[src/rtl/reg_phase_sequencer_pkg.sv]
// reg_phase_sequencer_pkg: shared REG_SEQX codes, byte-access codes and one-hot phase encodings.
package reg_phase_sequencer_pkg;
  localparam logic [2:0] REG_SEQX_NONE    = 3'd0;
  localparam logic [2:0] REG_SEQX_RDA_RDB = 3'd1;
  localparam logic [2:0] REG_SEQX_LDA_RDB = 3'd2;
  localparam logic [2:0] REG_SEQX_LDA_UPB = 3'd3;
  localparam logic [2:0] REG_SEQX_RDA_UPB = 3'd4;
  localparam logic [2:0] REG_SEQX_LDA_IMM = 3'd5;
  localparam logic BYTEX_WORD = 1'b0;
  localparam logic BYTEX_BYTE = 1'b1;
  // One-hot so each phase strobe is a single state-register bit.
  typedef enum logic [3:0] {
    PH_IDLE    = 4'b0000,
    PH_FETCH   = 4'b0001,
    PH_DECODE  = 4'b0010,
    PH_EXECUTE = 4'b0100,
    PH_COMMIT  = 4'b1000
  } phase_e;
endpackage

[src/rtl/reg_phase_sequencer_instruction_phase_decoder.sv]
// instruction_phase_decoder: free-running FETCH/DECODE/EXECUTE/COMMIT ring and instruction latch.
module instruction_phase_decoder
  import reg_phase_sequencer_pkg::*;
#(
  parameter int DATA_WIDTH = 16
) (
  input  logic                  CLK,
  input  logic                  RESET,
  input  logic [DATA_WIDTH-1:0] DIN,
  input  logic                  PC_ENX,
  output phase_e                phase,
  output logic [DATA_WIDTH-1:0] INSTRUCTION
);
  phase_e state_q, state_d;
  logic [DATA_WIDTH-1:0] instr_q, instr_d;
  always_comb begin
    state_d = (state_q == PH_FETCH)   ? PH_DECODE  :
              (state_q == PH_DECODE)  ? PH_EXECUTE :
              (state_q == PH_EXECUTE) ? PH_COMMIT  : PH_FETCH;
    instr_d = (state_q == PH_FETCH && PC_ENX) ? DIN : instr_q;
  end
  always_ff @(posedge CLK) begin
    if (RESET) begin
      state_q <= PH_IDLE;
      instr_q <= '0;
    end else begin
      state_q <= state_d;
      instr_q <= instr_d;
    end
  end
  assign phase       = state_q;
  assign INSTRUCTION = instr_q;
endmodule

[src/rtl/reg_phase_sequencer.sv]
// reg_phase_sequencer: phase ring plus REG_SEQX register-port enable decode; REG_BYTE_LANE_EN adds REGA_WBE.
module reg_phase_sequencer
  import reg_phase_sequencer_pkg::*;
#(
  parameter int DATA_WIDTH = 16
) (
  input  logic                  CLK,
  input  logic                  RESET,
  input  logic [DATA_WIDTH-1:0] DIN,
  input  logic                  PC_ENX,
  input  logic [2:0]            REG_SEQX,
  input  logic                  BYTEX,
  input  logic                  A0,
  output logic                  FETCH,
  output logic                  DECODE,
  output logic                  EXECUTE,
  output logic                  COMMIT,
  output logic [DATA_WIDTH-1:0] INSTRUCTION,
  output logic                  REGA_EN,
  output logic                  REGA_WEN,
  output logic                  REGB_EN,
`ifdef REG_BYTE_LANE_EN
  output logic                  REGB_WEN,
  output logic [1:0]            REGA_WBE
`else
  output logic                  REGB_WEN
`endif
);
  phase_e phase;
  logic   active;
  instruction_phase_decoder #(.DATA_WIDTH(DATA_WIDTH)) u_ipd (
    .CLK         (CLK),
    .RESET       (RESET),
    .DIN         (DIN),
    .PC_ENX      (PC_ENX),
    .phase       (phase),
    .INSTRUCTION (INSTRUCTION)
  );
  assign FETCH   = phase[0];
  assign DECODE  = phase[1];
  assign EXECUTE = phase[2];
  assign COMMIT  = phase[3];
  assign active  = DECODE | EXECUTE | COMMIT;
  always_comb begin
    REGA_EN  = active && (REG_SEQX inside {REG_SEQX_RDA_RDB, REG_SEQX_LDA_RDB, REG_SEQX_LDA_UPB,
                                           REG_SEQX_RDA_UPB, REG_SEQX_LDA_IMM});
    REGB_EN  = active && (REG_SEQX inside {REG_SEQX_RDA_RDB, REG_SEQX_LDA_RDB, REG_SEQX_LDA_UPB,
                                           REG_SEQX_RDA_UPB});
    REGA_WEN = COMMIT && (REG_SEQX inside {REG_SEQX_LDA_RDB, REG_SEQX_LDA_UPB, REG_SEQX_LDA_IMM});
    REGB_WEN = COMMIT && (REG_SEQX inside {REG_SEQX_LDA_UPB, REG_SEQX_RDA_UPB});
  end
`ifdef REG_BYTE_LANE_EN
  assign REGA_WBE = (BYTEX == BYTEX_WORD) ? {2{REGA_WEN}} :
                    A0 ? {REGA_WEN, 1'b0} : {1'b0, REGA_WEN};
`else
  logic unused_byte_lane;
  assign unused_byte_lane = ^{BYTEX, A0};
`endif
endmodule

[config.mk]
export PLATFORM = sky130hd
export DESIGN_NAME = reg_phase_sequencer
export DESIGN_NICKNAME = d
export VERILOG_FILES = /design/src/rtl/reg_phase_sequencer_pkg.sv /design/src/rtl/reg_phase_sequencer_instruction_phase_decoder.sv /design/src/rtl/reg_phase_sequencer.sv
export SDC_FILE = /design/constraint.sdc
export NUM_CORES = 1
export LEC_CHECK = 0
export BUFFER_PORTS_ARGS = -buffer_cell sky130_fd_sc_hd__buf_2
export CAP_MARGIN = 20
export CORE_ASPECT_RATIO = 0.6
export CORE_MARGIN = 3
export CORE_UTILIZATION = 39
export CTS_CLUSTER_DIAMETER = 150
export DETAILED_ROUTE_END_ITERATION = 10
export PLACE_DENSITY = 0.84
export REMOVE_ABC_BUFFERS = 1
export SKIP_CTS_REPAIR_TIMING = 1
export SLEW_MARGIN = 20
export SYNTH_ARGS = -nofsm -noshare
export SYNTH_HDL_FRONTEND = slang
export SYNTH_SLANG_ARGS = --single-unit
[constraint.sdc]
create_clock -name CLK -period 1.3 [get_ports CLK]
set_clock_uncertainty 0.2 [all_clocks]
set_input_delay 0.13 -clock CLK [delete_from_list [all_inputs] [get_ports CLK]]
set_output_delay 0.13 -clock CLK [all_outputs]
set_load 0.01 [all_outputs]
# ---- Word-level counts from Yosys, hierarchy flattened
# Cells that the tools add are included.
dict set report word_totals {
  regBits 20
  latch_bits 0
  ramBits 0
  romBits 0
  elab_cells 28
  mem_count 0
}
dict set report classes {
  addsub 0
  n_mul 0
  n_div 0
  magnitude_cmp 0
  n_eq_ne 8
  shifts 0
  mux 3
  bitwise 2
  reduce_logical 11
}
# op n
set ops {}
lappend ops {{$eq 3x2->1 const B} 2}
lappend ops {{$eq 3x3->1 const B} 2}
lappend ops {{$logic_and 1x1->1} 5}
lappend ops {{$reduce_bool 5->1} 1}
lappend ops {{$eq 4x1->1 const B} 1}
lappend ops {{$eq 4x2->1 const B} 1}
lappend ops {{$eq 4x3->1 const B} 1}
lappend ops {{$mux 4} 1}
lappend ops {{$reduce_bool 4->1} 1}
lappend ops {{$eq 3x1->1 const B} 1}
lappend ops {{$mux 3} 1}
lappend ops {{$reduce_bool 3->1} 1}
lappend ops {{$reduce_or 3->1} 1}
lappend ops {{$mux 2} 1}
lappend ops {{$or 1x1->1} 2}
lappend ops {{$reduce_bool 2->1} 1}
lappend ops {{$reduce_or 2->1} 1}

# ---- Depth between registers and ports, before layout
# Gate-level depths: netlist of run 1.
dict set report logic_depth {
  depth_word 4
  mapped_depth 5
  depth_no_buf 3
}

# ---- Cells and area by module
# From an unflattened synthesis of run 1, not the netlist that was laid out.
dict set report unflattened {
  cells_unflattened 95
  area_unflattened_um2 962.2
}
# mod instances cells_each area_each_um2
set modules_own_cells {}
lappend modules_own_cells {instruction_phase_decoder 1 84 878.3}
lappend modules_own_cells {reg_phase_sequencer 1 11 83.8}

# ---- Worst setup path before layout of run 1
# No wires, ideal clock.
dict set report synth_timing {
  path_kind {reg-to-reg}
  startpoint {register u_ipd.state_q[2], in the netlist u_ipd.phase[2]}
  endpoint {register u_ipd.instr_q[0], in the netlist u_ipd.INSTRUCTION[0]}
  setup_ns 0.072
  t_arrival_ns 1.229
  setup_slack_ns -0.201
  stages_incl_launch_ff 6
  period_less_slack_ns 1.501
  cell_sequence {dfxtp_1 nor3_2 and3_1 buf_6 buf_12 mux2i_1}
}
dict set report synth_between {
  elab_chain_len 2
}
# element line_no
set synth_rtl {}
lappend synth_rtl {{from (decl)} reg_phase_sequencer_instruction_phase_decoder.sv:14} ;# phase_e state_q, state_d;
lappend synth_rtl {{from (signal assigned)} reg_phase_sequencer_instruction_phase_decoder.sv:27} ;# state_q <= state_d;
lappend synth_rtl {{$eq 4x1->1} reg_phase_sequencer_instruction_phase_decoder.sv:20} ;# instr_d = (state_q == PH_FETCH && PC_ENX) ? DIN : instr_q;
lappend synth_rtl {{$logic_and 1x1->1} reg_phase_sequencer_instruction_phase_decoder.sv:20}
lappend synth_rtl {{to (signal assigned)} reg_phase_sequencer_instruction_phase_decoder.sv:28} ;# instr_q <= instr_d;
lappend synth_rtl {{to (decl)} reg_phase_sequencer_instruction_phase_decoder.sv:15} ;# logic [DATA_WIDTH-1:0] instr_q, instr_d;
# Every way passes these cells.
# A chain may end at the register's enable or synchronous reset.

# ---- Worst setup path after layout of run 1
dict set report layout_timing {
  startpoint {register u_ipd.state_q[3], in the netlist u_ipd.phase[3]}
  endpoint {register u_ipd.instr_q[6], in the netlist u_ipd.INSTRUCTION[6]}
}
# Same word-level chain as after synthesis.

==> flow_summary_export.csv, run 1 <==
group,metric,value,unit
synthesis,number_of_enable_flip_flop_cells_after_synthesis,0,
status,outcome,"finished with violations",
detailed_routing,firstDrtPassIters,3,
grt,first_global_vias,808,
die,std_cell_rows,13,
sta,timing_max_transition_violations_final,0,
synthesis,synth-warning-count,0,
synthesis,synth.top_cell.area_share,42.4,%
sta,hold_viol_final,0,
clock_tree,clock_tree.htree_level_count,1,
detailed_routing,postRouteWirelength,2490,um
placement,detailed_place.area,1240,sq um
sta,post-route-min-period,1.48,ns
power_and_ir_drop,power.density_cell_area,1170,nW/um^2
detailed_routing,num_vias,901,
power_and_ir_drop,design_power_total,1870,uW
placement,place_congestion,0.699,
synthesis,syn_inst,95,
clock_tree,cts_root_buf,"sky130_fd_sc_hd__clkbuf_8",
detailed_routing,detailedRoute.firstIterationViolations,21,
grt,largest_net_degree_at_the_start_of_global_routing,31,
power_and_ir_drop,power_frac_clock,32.6,%
die,core_region_area,2230,sq um
synthesis,yosysSeqAreaShare,42.4,%
grt,grt.total_usage,14.3,%
detailed_routing,vias_per_cell,4.55,
power_and_ir_drop,share_seq_of_total_power,38.4,%
synthesis,yosys-top-cells-area,"sky130_fd_sc_hd__dfxtp_1, sky130_fd_sc_hd__nand2b_1, sky130_fd_sc_hd__mux2i_1",
synthesis,netlist_top_cells_count,"sky130_fd_sc_hd__nand2b_1, sky130_fd_sc_hd__dfxtp_1, sky130_fd_sc_hd__mux2i_1",
power_and_ir_drop,power_switching_share,25.3,%
run,max_cap_viol_count,0,
setup_path,crit_type,"reg -> reg",
layout,area_growth_syn_to_layout,68.7,%
sta,tightestPinTransition,0.409,ns
power_and_ir_drop,comb_power_share,29.0,%
placement,place.detailed.hpwl,1590,um
clock_tree,tritoncts,"built",
power_and_ir_drop,internal_dissipation,1390,uW
sta,max_clock_freq,0.675,GHz
setup_path,slowest_stage,"sky130_fd_sc_hd__dfxtp_4",
detailed_routing,ant_nets,0,
clock_tree,clk_transition_reported_paths,0.07,ns
placement,port-buffer-count,45,
sta,timing.final.setup_violations,20,
setup_path,cp-start-kind,"flip-flop",
die,die_width,69.5,um
die,die_height,44.1,um
synthesis,post-synth-top-count-cell,"sky130_fd_sc_hd__nand2b_1",
sta,grt_setup_unrepaired,"true",
setup_path,critPathArrivalTime,1.47,ns
setup_path,crit_path_cell_trace,"nor3_4 -> and3_2 -> clkbuf_16 -> mux2i_1",
sta,slew-limit-headroom,72.6,%
sta,postLayoutSetupSlackWorst,-0.182,ns
power_and_ir_drop,switching_power,472,uW
clock_tree,ctsLongestPathBuffers,2,
setup_path,crit_family,"simple AND/OR/NAND/NOR gates",
grt,initial_antenna_violation_count,0,
die,effective_utilization_at_floorplan,42.3,%
power_and_ir_drop,vdd_drop_max,0.739,mV
detailed_routing,drt_drc_violations_left,0,
synthesis,synth_top_flop_cell,"sky130_fd_sc_hd__dfxtp_1",
worst_hold_path,worst_hold_path_type,"in -> reg",
setup_path,cpPeakStageDelay,0.36,ns
setup_path,critical_path_required,1.28,ns
die,dieArea,3060,sq um
status,violations,"setup timing",
synthesis,synth.ff_latch_count,20,
clock_tree,clock_sink_count,20,
die,num_io_pins,48,
power_and_ir_drop,leakage,0.000715,uW
synthesis,async_s_r_ff_share_synth,0,%
grt,grt_pass1_wl,3510,um
synthesis,synth_area_leader_cell,"sky130_fd_sc_hd__dfxtp_1",
clock_tree,latest_clock_arrival_within_the_worst_skew_pair,0.26,ns
layout,drive_gt1_share,44.0,%
layout,finalNetCount,193,
setup_path,timing.critical_path.buf_inv,1,
detailed_routing,routed_wire_length_per_instance,12.6,um
grt,gr-total-overflow,0,
layout,antenna_cells,0,
clock_tree,total_cts_buffers,3,
setup_path,critPathMaxFanout,8,
synthesis,synthesis.area_per_instance,9.93,sq um
setup_path,endpoint_kind,"flip-flop",
synthesis,post_synthesis_cell_type_count,19,
sta,period_share,114,%
layout,postLayoutCellArea,1590,sq um
synthesis,synth.cell_area,943,sq um
cell type report:
class | instances | area, sq um
Clock inverter | 1 | 30.0
Multi-Input combinational cell | 70 | 547
Clock buffer | 3 | 41.3
Tap cell | 30 | 37.5
Fill cell | 172 | 637
Timing Repair Buffer | 74 | 529
Sequential cell | 20 | 407
placed cells by master, fill, tap and decap left out, drive strengths merged, types with 4 or more instances in the layout:
cell type and count:
buf 56, nand2b 33, dfxtp 20, dlygate4sd3 17
mux2i 16, nor3 5, clkbuf 4
power by group through the flow:
stage | sequential [uW] | clock [uW] | combinational, uW
2_1_floorplan | 763 | 0 | 179
3_3_place_gp | 723 | 0 | 406
3_5_place_dp | 727 | 0 | 423
4_1_cts | 713 | 630 | 425
5_1_grt | 726 | 655 | 586
6_report | 716 | 608 | 541
cell families (layout without fill, tap and decap cells):
kind of cell / after synthesis / in the layout / synth area share, %
buffers and inverters: 5 / 78 / 4.51
AO/OA/AOI/OAI: 3 / 3 / 2.39
multiplexers: 16 / 16 / 17.0
flip-flops: 20 / 20 / 42.4
XOR/XNOR: 1 / 1 / 0.929
AND/OR/NAND/NOR: 50 / 50 / 32.8
metal layers:
layer | up-vias | track usage, % | wire [um]
li1 | 461 | - | -
met1 | 411 | 16.2 | 1090
met4 | 0 | 2.33 | 0
met5 | - | 0 | 0
met3 | 0 | 6.80 | 165
met2 | 29 | 25.6 | 1230
worst paths after layout:
check,from,to,slack [ns],cells past startpoint
worst max-delay path,u_ipd.phase[3]$_SDFF_PP0_,u_ipd.INSTRUCTION[6]$_SDFFE_PP0P_,-0.18,4
worst min-delay path,RESET,u_ipd.phase[2]$_SDFF_PP0_,0.006,3
worst min register to register,u_ipd.INSTRUCTION[4]$_SDFFE_PP0P_,u_ipd.INSTRUCTION[4]$_SDFFE_PP0P_,0.27,2
worst max register to register,u_ipd.phase[3]$_SDFF_PP0_,u_ipd.INSTRUCTION[6]$_SDFFE_PP0P_,-0.18,4
stage by stage:
step	instances	setup TNS (ns)	hold WS [ns]	util, %	worst slack, ns
after floorplan	90	-7.82	0.00213	-	-0.489
after global placement	173	-0.412	0.156	55.5	-0.0296
after detailed placement	173	-0.968	0.162	55.5	-0.0900
after CTS	177	-2.21	-0.121	58.7	-0.294
after global routing	198	-4.08	-0.000786	71.4	-0.237
final	198	-2.78	0.00602	71.4	-0.182
sequential cells by signal, summed over array words and instances (netlist names):
| signal | cells |
|---|---|
| u_ipd.phase | 4 |
| u_ipd.INSTRUCTION | 16 |
tightest hold or removal path: cells and delay by family:
family	cells	cell delay (ns)
and+or+nand+nor	2	0.18
buffers and inverters	1	0.12
Note: power is estimated with default switching activity, not from simulation.
==> inputs of run 2 (changes only) <==
--- a/config.mk
+++ b/config.mk
@@ -9,7 +9,7 @@
 export CAP_MARGIN = 20
 export CORE_ASPECT_RATIO = 0.6
 export CORE_MARGIN = 3
-export CORE_UTILIZATION = 39
+export CORE_UTILIZATION = 41
 export CTS_CLUSTER_DIAMETER = 150
 export DETAILED_ROUTE_END_ITERATION = 10
 export PLACE_DENSITY = 0.84
==> constraint.sdc (replaced) <==
create_clock -name CLK -period 1.8 [get_ports CLK]
set_clock_uncertainty 0.2 [all_clocks]
set_input_delay 0.18 -clock CLK [delete_from_list [all_inputs] [get_ports CLK]]
set_output_delay 0.18 -clock CLK [all_outputs]
set_load 0.1 [all_outputs]
==> run 2 against run 1 <==
The flow finishes with violations (hold timing). Non-clock buffer count down 22. Utilization down 6.3 points. Sequential power down 27%. Register-to-register slack better by 0.33 ns. Total power down 22%. Global-route usage up 1.1 points. First-iteration DRC count down 14%. Sequential cell count unchanged. Die area down 4.3%. Wire length down 11%. Critical path type is now reg -> out. Critical endpoint is now REGB_WEN. Highest routed layer is now met4.
==> flow_summary_export.csv, run 2 (synthesis gave the netlist of run 1 again) <==
group,metric,value,unit
status,outcome,"finished with violations",
status,violations,"hold timing",
grt,grt_pass1_wl,3310,um
layout,fillers,177,
sta,slew-limit-headroom,66.8,%
clock_tree,clk_transition_reported_paths,0.06,ns
layout,final-seq-area,400,sq um
grt,gr-total-overflow,0,
detailed_routing,drt_drc_violations_left,0,
setup_path,rrSetupSlack,0.15,ns
clock_tree,tritoncts,"built",
power_and_ir_drop,power.density_cell_area,1120,nW/um^2
die,num_io_pins,48,
clock_tree,cts_root_buf,"sky130_fd_sc_hd__clkbuf_8",
detailed_routing,ant_nets,0,
sta,tns,0,ns
detailed_routing,firstDrtPassIters,4,
sta,timing.hold.ws,-0.00413,ns
detailed_routing,vias_per_cell,4.85,
setup_path,endpoint_kind,"output port",
layout,drive_gt1_share,36.6,%
die,die_height,43.2,um
sta,tightestPinTransition,0.501,ns
clock_tree,ctsLongestPathBuffers,2,
layout,instances_no_fill,173,
sta,timing.final.setup_violations,0,
die,die_width,67.9,um
placement,port-buffer-count,45,
grt,first_global_vias,738,
grt,grt.total_usage,15.4,%
grt,largest_net_degree_at_the_start_of_global_routing,36,
worst_hold_path,worst_hold_path_type,"in -> reg",
clock_tree,latest_clock_arrival_within_the_worst_skew_pair,0.25,ns
detailed_routing,num_vias,839,
setup_path,critPathMaxFanout,7,
clock_tree,total_cts_buffers,3,
run,max_cap_viol_count,0,
sta,timing_max_transition_violations_final,0,
die,dieArea,2930,sq um
placement,post_place_cells,165,
power_and_ir_drop,vdd_drop_max,0.627,mV
setup_path,crit_type,"reg -> out",
setup_path,cp-start-kind,"flip-flop",
layout,area_growth_syn_to_layout,38.9,%
layout,most_used_cells_in_the_layout_excluding_fill_and_tap_cells,"sky130_fd_sc_hd__buf_2, sky130_fd_sc_hd__nand2b_1, sky130_fd_sc_hd__dfxtp_1",
die,effective_utilization_at_floorplan,46.9,%
grt,initial_antenna_violation_count,0,
detailed_routing,routed_wire_length_per_instance,12.8,um
setup_path,critical_path_required,1.42,ns
placement,place.detailed.hpwl,1710,um
layout,largest_register_ff_count,16,
layout,multi_input_gate_area,510,sq um
clock_tree,clock_sink_count,20,
layout,final_common_cell,"sky130_fd_sc_hd__buf_2",
setup_path,critPathArrivalTime,1.34,ns
die,core_region_area,2010,sq um
detailed_routing,postRouteWirelength,2220,um
sta,period_share,95.8,%
layout,finalNetCount,171,
sta,max_clock_freq,0.580,GHz
die,std_cell_rows,12,
sta,hold_viol_final,4,
sta,post-route-min-period,1.72,ns
layout,antenna_cells,0,
detailed_routing,detailedRoute.firstIterationViolations,18,
power_and_ir_drop,leakage,0.000580,uW
placement,place_congestion,0.678,
sta,grt_setup_unrepaired,"false",
clock_tree,clock_tree.htree_level_count,1,
[run 2: cell type report]
type                            instances  area share, %
Multi-Input combinational cell         70           39.0
Sequential cell                        20           30.6
Timing Repair Buffer                   52           24.6
Clock buffer                            3           3.15
Tap cell                               28           2.67
[run 2: final timing paths]
path                                      start                                  to  cells past startpoint
max                   u_ipd.phase[3]$_SDFF_PP0_                            REGB_WEN                      2
min                                      DIN[8]   u_ipd.INSTRUCTION[8]$_SDFFE_PP0P_                      3
min reg2reg  u_ipd.INSTRUCTION[10]$_SDFFE_PP0P_  u_ipd.INSTRUCTION[10]$_SDFFE_PP0P_                      2
max reg2reg           u_ipd.phase[1]$_SDFF_PP0_  u_ipd.INSTRUCTION[12]$_SDFFE_PP0P_                      4
[run 2: power by group]
group	internal, uW	total, uW	switching [uW]
clock network	149	278	130
registers	488	525	37.0
logic	165	658	494
total	802	1460	660
[run 2: worst max-delay path, stage by stage, from the launching register on]
cell and delay [ns]:
sky130_fd_sc_hd__dfxtp_1 0.43, sky130_fd_sc_hd__a21boi_0 0.27, sky130_fd_sc_hd__clkbuf_4 0.39
[run 2: per-stage QoR]
stage | hold WS [ns] | setup slack (ns) | utilization, % | power, uW | cell area, sq um
final | -0.00413 | 0.0760 | 65.1 | 1460 | 1310
after global routing | 0.00144 | 0.0182 | 65.1 | 1520 | 1310
after CTS | -0.0240 | 0.00287 | 62.0 | 1470 | 1250
after detailed placement | 0.251 | 0.219 | 60.0 | 1180 | 1210
after global placement | 0.241 | 0.289 | 60.0 | 1160 | 1210
after floorplan | 0.0524 | -2.04 | - | 1040 | 901
[run 2: routing by layer]
| metal | wire length (um) | up-vias | GRT usage, % | share of wire [%] |
|---|---|---|---|---|
| li1 | - | 419 | - | - |
| met5 | 0 | - | 0 | 0 |
| met3 | 162 | 5 | 6.61 | 7.3 |
| met1 | 846 | 385 | 16.2 | 38 |
| met2 | 1180 | 30 | 27.4 | 53 |
| met4 | 30 | 0 | 4.74 | 1.4 |
